**config.mk**
```make
export PLATFORM = sky130hd
export DESIGN_NAME = fpall_issue_ctrl
export DESIGN_NICKNAME = d
export VERILOG_FILES = /design/src/rtl/fpall_pkg.sv /design/src/rtl/fpall_rsp_fifo.sv /design/src/rtl/fpall_shared.sv /design/src/rtl/fpall_issue_ctrl.sv
export SDC_FILE = /design/constraint.sdc
export NUM_CORES = 1
export LEC_CHECK = 0
export CAP_MARGIN = 20
export CORE_MARGIN = 2
export CORE_UTILIZATION = 35
export DETAILED_ROUTE_END_ITERATION = 10
export GPL_TIMING_DRIVEN = 1
export SLEW_MARGIN = 20
export SYNTH_ARGS = -nofsm -noshare
export SYNTH_HDL_FRONTEND = slang
export SYNTH_SLANG_ARGS = --single-unit
```
**constraint.sdc**
```tcl
create_clock -name clk -period 78.3 [get_ports clk]
set_clock_uncertainty 0.2 [all_clocks]
set_input_delay 11.745 -clock clk [delete_from_list [all_inputs] [get_ports clk]]
set_output_delay 11.745 -clock clk [all_outputs]
set_load 0.01 [all_outputs]
```
**src/rtl/fpall_pkg.sv**
```systemverilog
// Shared types for the fpall floating-point slice: operand format, operation and the
// tagged response record carried through the issue controller's response FIFO.
package fpall_pkg;

  typedef enum logic [1:0] {
    FP32 = 2'd0,
    FP16 = 2'd1,
    BF16 = 2'd2
  } fp_fmt_e;

  typedef enum logic [1:0] {
    OP_ADD = 2'd0,
    OP_SUB = 2'd1
  } fp_op_e;

  localparam int unsigned TagW = 4;

  typedef struct packed {
    logic [31:0]     r;
    logic [TagW-1:0] tag;
  } fp_rsp_t;

endpackage

```
**src/rtl/fpall_rsp_fifo.sv**
```systemverilog
// Circular response buffer of fp_rsp_t; simultaneous push and pop are allowed at any fill.
// The caller's credit scheme guarantees no push into a full FIFO without a matching pop.
module fpall_rsp_fifo
  import fpall_pkg::*;
#(
  parameter int unsigned DEPTH = 4
) (
  input  logic    clk,
  input  logic    rst_n,
  input  logic    push,
  input  fp_rsp_t push_data,
  input  logic    pop,
  output logic    valid,
  output fp_rsp_t head
);

  localparam int unsigned PtrW = $clog2(DEPTH);

  logic [PtrW-1:0] wr_ptr_q, wr_ptr_d, rd_ptr_q, rd_ptr_d;
  logic [PtrW:0]   count_q, count_d;
  fp_rsp_t         mem_q [DEPTH];
  fp_rsp_t         mem_d [DEPTH];
  logic            full, pop_ok;

  assign valid  = count_q != '0;
  assign full   = count_q == (PtrW+1)'(DEPTH);
  assign pop_ok = pop && valid;
  assign head   = mem_q[rd_ptr_q];

  always_comb begin
    mem_d    = mem_q;
    wr_ptr_d = wr_ptr_q;
    rd_ptr_d = rd_ptr_q;
    if (push) begin
      mem_d[wr_ptr_q] = push_data;
      wr_ptr_d        = wr_ptr_q + 1'b1;
    end
    if (pop_ok) rd_ptr_d = rd_ptr_q + 1'b1;
    count_d = count_q + {{PtrW{1'b0}}, push} - {{PtrW{1'b0}}, pop_ok};
  end

  always_ff @(posedge clk or negedge rst_n) begin
    if (!rst_n) begin
      wr_ptr_q <= '0;
      rd_ptr_q <= '0;
      count_q  <= '0;
      for (int i = 0; i < int'(DEPTH); i++) mem_q[i] <= '0;
    end else begin
      wr_ptr_q <= wr_ptr_d;
      rd_ptr_q <= rd_ptr_d;
      count_q  <= count_d;
      mem_q    <= mem_d;
    end
  end

  push_when_full_a : assert property (@(posedge clk) disable iff (!rst_n) !(push && full && !pop));

endmodule

```
**src/rtl/fpall_shared.sv**
```systemverilog
// Free-running fixed-latency FP32 add/sub unit: R reflects the operands LAT edges later.
// Operands are treated as normal-or-zero (subnormals flush to zero); no handshake, no reset.
module fpall_shared
  import fpall_pkg::*;
#(
  parameter int unsigned LAT = 2
) (
  input  logic        clk,
  input  fp_fmt_e     fmt,
  input  fp_op_e      op,
  input  logic [31:0] x,
  input  logic [31:0] y,
  output logic [31:0] r
);

  function automatic logic [31:0] fp32_add(input logic [31:0] a, input logic [31:0] b);
    logic [31:0] big, sml;
    logic [26:0] mb, ms, ms_sh, m;
    logic [27:0] sum;
    logic [7:0]  d;
    logic [9:0]  e;
    logic [4:0]  lz;
    logic        found, up;
    logic [24:0] rnd;
    if (a[30:0] >= b[30:0]) begin
      big = a;
      sml = b;
    end else begin
      big = b;
      sml = a;
    end
    mb = (|big[30:23]) ? {1'b1, big[22:0], 3'b000} : 27'd0;
    ms = (|sml[30:23]) ? {1'b1, sml[22:0], 3'b000} : 27'd0;
    d  = big[30:23] - sml[30:23];
    // Alignment keeps guard/round bits plus a sticky OR of everything shifted out.
    if (d > 8'd26) ms_sh = {26'd0, |ms};
    else ms_sh = (ms >> d) | {26'd0, |(ms & ((27'd1 << d) - 27'd1))};
    e = {2'b00, big[30:23]};
    if (big[31] == sml[31]) begin
      sum = {1'b0, mb} + {1'b0, ms_sh};
      if (sum[27]) begin
        m = sum[27:1] | {26'd0, sum[0]};
        e = e + 10'd1;
      end else begin
        m = sum[26:0];
      end
      if (m == 27'd0) return {big[31], 31'd0};
    end else begin
      m = mb - ms_sh;
      if (m == 27'd0) return 32'd0;
      lz    = 5'd0;
      found = 1'b0;
      for (int i = 26; i >= 0; i--) begin
        if (!found) begin
          if (m[i]) found = 1'b1;
          else lz = lz + 5'd1;
        end
      end
      m = m << lz;
      e = e - {5'd0, lz};
    end
    up  = m[2] & (m[1] | m[0] | m[3]);
    rnd = {1'b0, m[26:3]} + {24'd0, up};
    if (rnd[24]) begin
      rnd = rnd >> 1;
      e   = e + 10'd1;
    end
    if (e[9] || e == 10'd0) return {big[31], 31'd0};
    if (e >= 10'd255) return {big[31], 8'hff, 23'd0};
    return {big[31], e[7:0], rnd[22:0]};
  endfunction

  logic [31:0] y_eff, res;
  logic [31:0] pipe_q [LAT];

  always_comb begin
    y_eff = y;
    if (op == OP_SUB) y_eff[31] = ~y[31];
    res = (fmt == FP32) ? fp32_add(x, y_eff) : 32'h7fc0_0000;
  end

  always_ff @(posedge clk) begin
    pipe_q[0] <= res;
    for (int i = 1; i < int'(LAT); i++) pipe_q[i] <= pipe_q[i-1];
  end

  assign r = pipe_q[LAT-1];

endmodule

```
**src/rtl/fpall_issue_ctrl.sv**
```systemverilog
// Valid/ready front end for fpall_shared: captures operands, tracks in-flight tags in a
// shift pipe and retires results in order into a credit-protected response FIFO.
module fpall_issue_ctrl
  import fpall_pkg::*;
#(
  parameter int unsigned LAT   = 2,
  parameter int unsigned DEPTH = 4,
  parameter int unsigned TAG_W = TagW
) (
  input  logic             clk,
  input  logic             rst_n,
  input  logic             req_valid,
  output logic             req_ready,
  input  fp_fmt_e          req_fmt,
  input  fp_op_e           req_op,
  input  logic [31:0]      req_x,
  input  logic [31:0]      req_y,
  input  logic [TAG_W-1:0] req_tag,
  output logic             rsp_valid,
  input  logic             rsp_ready,
  output logic [31:0]      rsp_r,
  output logic [TAG_W-1:0] rsp_tag,
  output logic             busy
);

  localparam int unsigned CntW = $clog2(DEPTH) + 1;

  logic             accept, pop, push;
  logic [CntW-1:0]  credits_q, credits_d;
  fp_fmt_e          fmt_q, fmt_d;
  fp_op_e           op_q, op_d;
  logic [31:0]      x_q, x_d, y_q, y_d, shared_r;
  logic [LAT:0]     vpipe_q, vpipe_d;
  logic [TAG_W-1:0] tagpipe_q [LAT+1];
  logic [TAG_W-1:0] tagpipe_d [LAT+1];
  fp_rsp_t          push_data, head;

  // Admission depends on registered credits only, so a pop frees a slot one cycle later.
  assign req_ready = credits_q < CntW'(DEPTH);
  assign accept    = req_valid && req_ready;
  assign pop       = rsp_valid && rsp_ready;
  assign push      = vpipe_q[LAT];
  assign busy      = credits_q != '0;
  assign push_data = '{r: shared_r, tag: tagpipe_q[LAT]};
  assign rsp_r     = head.r;
  assign rsp_tag   = head.tag;

  always_comb begin
    fmt_d = fmt_q;
    op_d  = op_q;
    x_d   = x_q;
    y_d   = y_q;
    if (accept) begin
      fmt_d = req_fmt;
      op_d  = req_op;
      x_d   = req_x;
      y_d   = req_y;
    end
    vpipe_d      = {vpipe_q[LAT-1:0], accept};
    tagpipe_d[0] = accept ? req_tag : tagpipe_q[0];
    for (int i = 1; i <= int'(LAT); i++) tagpipe_d[i] = tagpipe_q[i-1];
    credits_d = credits_q + {{(CntW-1){1'b0}}, accept} - {{(CntW-1){1'b0}}, pop};
  end

  always_ff @(posedge clk or negedge rst_n) begin
    if (!rst_n) begin
      fmt_q     <= FP32;
      op_q      <= OP_ADD;
      x_q       <= '0;
      y_q       <= '0;
      vpipe_q   <= '0;
      credits_q <= '0;
      for (int i = 0; i <= int'(LAT); i++) tagpipe_q[i] <= '0;
    end else begin
      fmt_q     <= fmt_d;
      op_q      <= op_d;
      x_q       <= x_d;
      y_q       <= y_d;
      vpipe_q   <= vpipe_d;
      credits_q <= credits_d;
      tagpipe_q <= tagpipe_d;
    end
  end

  fpall_shared #(
    .LAT(LAT)
  ) u_shared (
    .clk(clk),
    .fmt(fmt_q),
    .op (op_q),
    .x  (x_q),
    .y  (y_q),
    .r  (shared_r)
  );

  fpall_rsp_fifo #(
    .DEPTH(DEPTH)
  ) u_fifo (
    .clk      (clk),
    .rst_n    (rst_n),
    .push     (push),
    .push_data(push_data),
    .pop      (pop),
    .valid    (rsp_valid),
    .head     (head)
  );

endmodule

```
==> run metrics, run 1 <==
clk_lat worst skew 580 ps; worst r2r src x_q[23]; top sig layer met4; syn avg cell area 8.40 um2; Die X-Extent 281 um; Syn Inst Count ~3200; I/O pin total 115; core area 75800 um2; Total Routing Usage GR 0.213; Seq/Total Area, Yosys 0.269; min-delay src u_shared.pipe_q[0][31]; area of the multi-input gates ~18000 um2; CP Capture Type register; WS Path Type register to register; DIE HEIGHT 281 um; Starting Density 0.353; vias in the first global route 23400; dpl cells 4131; Root Buffer clkbuf_16; arrival time worst endpoint approximately 31000 ps; IO buf count roughly 110; Data required, critical path 78510 ps; H-tree depth 1; final hold violations 0; setup repair bufs after CTS 0; worst-margin pin slew 1100 ps; share of layout cells above drive strength 1 0.142; final wirelength 85500 um; reg-to-reg slack, setup between 40000 and 50000 ps; area post-placement approximately 29000 um2; deepest clock path buffer count 3; post-layout util 0.392; Slew Viols, Final 0; CTS buffer count 30; Distinct cells, synth between 100 and 150; Tmin final 30750 ps; gr ovfl total 0; register bit total from synthesis 301; first-pass GRT wire length between 100000 and 150000 um; Synthesized Nets 3386; # hold bufs at CTS 0; Max FO, Critical Path 50; HPWL Detailed 65400 um; WL met1 roughly 39000 um; EDFF count, synth 0; Avg WL per Cell 20.4 um; Fmax between 30 and 40 MHz; final setup vio count 0; async set or reset register ratio after synthesis 0.787; area grow syn2layout 11.1%; Die ar. 78700 um2; # DRC 0; n_diodes 0; DR WL met2 38500 um; CTS tree done; final cell count without fillers 4188; post-CTS resize count 0; Min-Delay Path Class register to register; largest net degree at the start of global routing 109; CP startpoint kind register; CP most frequent cell ha_1; Rows 101; Critical Path Start x_q[23]; Syn Std Cell Area 26800 um2; GPL Wtd Cong 0.957; Met3 Wirelength 6230 um; Sink Count 301; initial antenna violation count 0; DR vias 24500; crit share post-route 0.393; ANT nets after route 0; register area 7210 um2; RSZ-0062 raised after global routing no; Ys Warns 0; predominant post-synthesis flop cell dfrtp_1; initial DRC count between 2000 and 2500; Max-Cap Viols 0; run status finished clean; filler cell count in the final layout roughly 7800; post-layout instance area 29700 um2; nets@finish 3387; max_slew headroom 0.264; vias per cell just under 6; Setup TNS 0 ps; largest stage delay on the critical path 870 ps; TritonRoute pass-1 iters 7; register clock-pin slew on the reported worst setup and hold paths 60 ps; slowest stage cell, crit path or2_1
==> cell usage after synthesis (17+ instances only) <==
cell type | instances | area [um2]
mux2_2 | 213 | 2400
o211ai_1 | 33 | 248
o21ai_0 | 167 | 836
nand3_1 | 93 | 465
and3_1 | 44 | 275
or2_2 | 17 | 106
ha_1 | 121 | 1510
a211oi_1 | 43 | 323
clkbuf_1 | 132 | 495
nand2_1 | 369 | 1390
xor2_1 | 33 | 289
mux4_2 | 37 | 833
o21a_1 | 26 | 195
nor4_1 | 27 | 169
a31oi_1 | 47 | 294
dfrtp_1 | 237 | 5930
nand4_1 | 33 | 206
a21oi_1 | 230 | 1150
nor2b_1 | 27 | 169
dfxtp_1 | 64 | 1280
xnor2_1 | 81 | 709
inv_1 | 134 | 503
mux2i_1 | 106 | 1060
nor3_1 | 81 | 405
nand2b_1 | 28 | 175
a21o_1 | 28 | 210
o31ai_1 | 18 | 135
and2_1 | 32 | 200
or3_1 | 25 | 156
o21bai_1 | 23 | 173
nor2_1 | 258 | 968
buf_2 | 23 | 115
==> per-stage QoR <==
| stage | hold slack [ps] | worst slack [ps] |
|---|---|---|
| floorplan | 110 | 51640 |
| global placement | 112 | 48220 |
| detailed placement | 112 | 47550 |
| CTS | 123 | 47400 |
| global route | 128 | 45120 |
| finish | 125 | 47550 |
==> layer usage <==
metal	global-route usage	up-vias
met5	0	-
met1	0.296	11800
met2	0.345	937
met3	0.0327	136
li1	-	11700
met4	0.0544	0
==> path summary, 6_finish.rpt <==
check,to,cells past startpoint
min in group asynchronous,u_fifo.mem_q[74],1
max in group asynchronous,u_fifo.mem_q[16],2
setup reg to reg,u_shared.pipe_q[0][4],123
hold / removal,u_shared.pipe_q[0][63],0
setup / recovery,u_shared.pipe_q[0][4],123
hold reg to reg,u_shared.pipe_q[0][63],0
==> area by class of cell <==
type / instances / share of cell area
multi-input combinational: 2566 / 0.616
sequential: 301 / 0.242
timing repair buffer: 149 / 0.0475
tap: 978 / 0.0411
clock buffer: 46 / 0.0313
inverter: 138 / 0.0174
clock inverter: 10 / 0.00412
==> critical path, delay by kind of cell (launching register included) <==
kind	cells	cell delay (ps)
compound gates	38	8980
simple gates	35	7230
buf+inv	6	1910
flops	1	490
fa+ha+maj	27	8240
mux	17	3470
==> layout by cell type, fill, tap and decap left out, types with 27 or more instances in the layout <==
cell / instances
a31oi_1: 47
buf_4: 34
nor4_1: 27
mux2i_1: 106
xor2_1: 33
xnor2_1: 80
nor2_1: 258
and3_1: 44
nand4_1: 33
nand3_1: 93
o211ai_1: 33
dfxtp_1: 64
o21ai_0: 167
nand2_1: 365
mux2_2: 213
inv_1: 134
and2_1: 32
nand2b_1: 28
clkdlybuf4s50_1: 113
ha_1: 120
a211oi_1: 43
nor3_1: 81
mux4_2: 37
dfrtp_1: 236
a21o_1: 28
a21oi_1: 230
clkbuf_16: 30
==> sequential cells by signal, summed over array words and instances (netlist names) <==
register,count
y_q,32
u_fifo.rd_ptr_q,2
x_q,32
op_q,2
tagpipe_d,8
u_fifo.count_q,3
vpipe_q,3
u_shared.pipe_q,64
fmt_q,2
push_data,4
u_fifo.mem_q,144
credits_q,3
u_fifo.wr_ptr_q,2
==> cells by family (layout without fill, tap and decap cells) <==
kind of cell	after synthesis	in the layout	share of synthesized area
simple gates	1135	1135	0.210
compound gates	816	816	0.201
mux	358	358	0.162
buf+inv	318	343	0.0478
flops	301	301	0.269
xor+xnor	129	129	0.0488
fa+ha+maj	128	128	0.0607
Power of run 1 is not shown: default switching activity piles up to over one toggle a cycle in this logic, so the estimate is an artifact.
==> run 2, diff against run 1 <==
clock period = 29.1 ns   (was 78.3 ns; I/O delays follow)
==> run 2 against run 1 <==
Against the previous run: core utilization grew 0.92 points; wire length grew 2.0%; final cell count grew 0.88%; critical path depth grew 4; register-to-register slack lost 46000 ps; via count grew 2.1%; clock-buffer cell count shrank 9; fmax grew 12%; first-iteration DRC count shrank 0.28%; sequential share of layout area shrank 0.55 points; non-clock buffer count grew 33; critical endpoint is now u_shared.pipe_q[0][17].
==> run metrics, run 2 (synthesis gave the netlist of run 1 again) <==
worst-margin pin slew 1260 ps (+166 ps); core area 75800 um2 (unchanged); nets@finish 3423 (+1.1%); area grow syn2layout 13.8%; CP most frequent cell ha_1; share of layout cells above drive strength 1 0.172 (+0.0299); DR vias 25000 (+2.1%); final hold violations 0 (unchanged); initial antenna violation count 1 (+1); final setup vio count 0 (unchanged); Rows 101 (unchanged); Fmax 36.3 MHz (+12%); Avg WL per Cell 20.6 um (+1.1%); vias in the first global route 23600 (+0.87%); commonest cells after routing, fill and taps aside nand2_1 (365), nor2_1 (255), dfrtp_1 (235), a21oi_1 (225), mux2_2 (213); final wirelength 87200 um (+2.0%); Root Buffer clkbuf_16; CP Capture Type register; Tmin final 27520 ps (-3230 ps); first-pass GRT wire length 135000 um (+0.20%); Max FO, Critical Path 30 (-40%); vias per cell 5.92 (+1.2%); Min-Delay Path Class register to register; deepest clock path buffer count 3 (unchanged); WS Path Type register to register; Hold WS 122 ps (-2.60 ps); arrival time worst endpoint 27800 ps (-3160 ps); initial DRC count 2463 (-0.28%); Sink Count 301 (unchanged); most common cell after layout, fill and taps aside nand2_1; GPL Wtd Cong 0.970 (+1.3%); ANT nets after route 0 (unchanged); crit share post-route 0.946 (+0.553); clk_lat worst skew 580 ps (about the same); Slew Viols, Final 0 (unchanged); DIE HEIGHT 281 um (unchanged); CP startpoint kind register; CTS tree done; Top Registers u_fifo.mem_q: 144 flops, u_shared.pipe_q: 64 flops; max reg flops 144 (unchanged); I/O pin total 115 (unchanged); Max-Cap Viols 0 (unchanged); Die X-Extent 281 um (unchanged); max_slew headroom 0.151 (-0.113); # hold bufs at CTS 0 (unchanged); gr ovfl total 0 (unchanged); # DRC 0 (unchanged); IO buf count 114 (unchanged); Total Routing Usage GR 0.214 (+0.000457); CTS buffer count 30 (unchanged); Starting Density 0.353 (unchanged); H-tree depth 1 (unchanged); largest net degree at the start of global routing 95 (-13%); register clock-pin slew on the reported worst setup and hold paths 60 ps (about the same); HPWL Detailed 65700 um (+0.48%); largest stage delay on the critical path 600 ps (-270 ps); run status finished clean; TritonRoute pass-1 iters 6 (-1); most flop-heavy register u_fifo.mem_q; slowest stage cell, crit path ha_1; Setup TNS 0 ps (unchanged); Data required, critical path 29380 ps (-49130 ps); Die ar. 78700 um2 (unchanged)
run 2: cell count changes in the layout (fill, tap and decap cells not counted), moves of 3 or more:
cell,previous run,this run
buf_4,34,64
ha_1,120,109
ha_2,1,10
clkbuf_8,12,4
o21ai_0,167,161
a21oi_1,230,225
a21oi_2,1,6
nor3_1,81,77
o21ai_2,2,6
bufinv_16,2,5
inv_1,134,131
nor2_1,258,255
run 2: routing by layer:
layer  GRT usage  share of wire  vias up
li1            -              -    11700
met1       0.295           0.45    12100
met2       0.344           0.45     1025
met3      0.0339          0.075      186
met4      0.0610          0.031        0
met5           0              0        -
run 2: area by class of cell:
cell class	instances	area [um2]
multi-input combinational	2569	18700
sequential	301	7210
inverter	138	532
tap	978	1220
clock inverter	19	255
clock buffer	37	838
fill	7683	45400
timing repair buffer	182	1690
antenna	1	2.50
run 2: worst paths after layout:
kind,slack (ps),end,start,cells after the start
max in group asynchronous,23160,u_fifo.mem_q[25],rst_n,3
worst max register to register,1580,u_shared.pipe_q[0][17],y_q[27],127
worst min register to register,120,u_shared.pipe_q[0][34],u_shared.pipe_q[0][2],0
worst min-delay path,120,u_shared.pipe_q[0][34],u_shared.pipe_q[0][2],0
min in group asynchronous,3570,u_fifo.mem_q[72],rst_n,1
worst max-delay path,1580,u_shared.pipe_q[0][17],y_q[27],127
run 2: timing repair:
item,in CTS,in global routing
endpoints found under the hold margin,0,0
setup buffers,0,14
resized for setup,0,102
setup endpoints to repair,0,31
run 2: critical path: cells and delay by family, from the launching register on:
kind	cells	cell delay, ps
XOR/XNOR	5	820
AND/OR/NAND/NOR	32	5300
multiplexers	15	2760
AO/OA/AOI/OAI	42	8510
adder cells (fa/ha/maj)	27	8310
buffers and inverters	6	1110
flip-flops	1	390
run 2: metrics by stage:
stage / setup WS, ps / cells / cell area (um2) / utilization
final: 1580 / 4225 / 30400 / 0.402
after detailed placement: 223 / 4151 / 28800 / 0.380
after CTS: 108 / 4207 / 29900 / 0.395
after floorplan: 2440 / 3185 / 26800 / -
after global placement: 720 / 4151 / 28800 / 0.380
after global routing: -119 / 4224 / 30400 / 0.402
Power of run 2 is left out for the same reason.
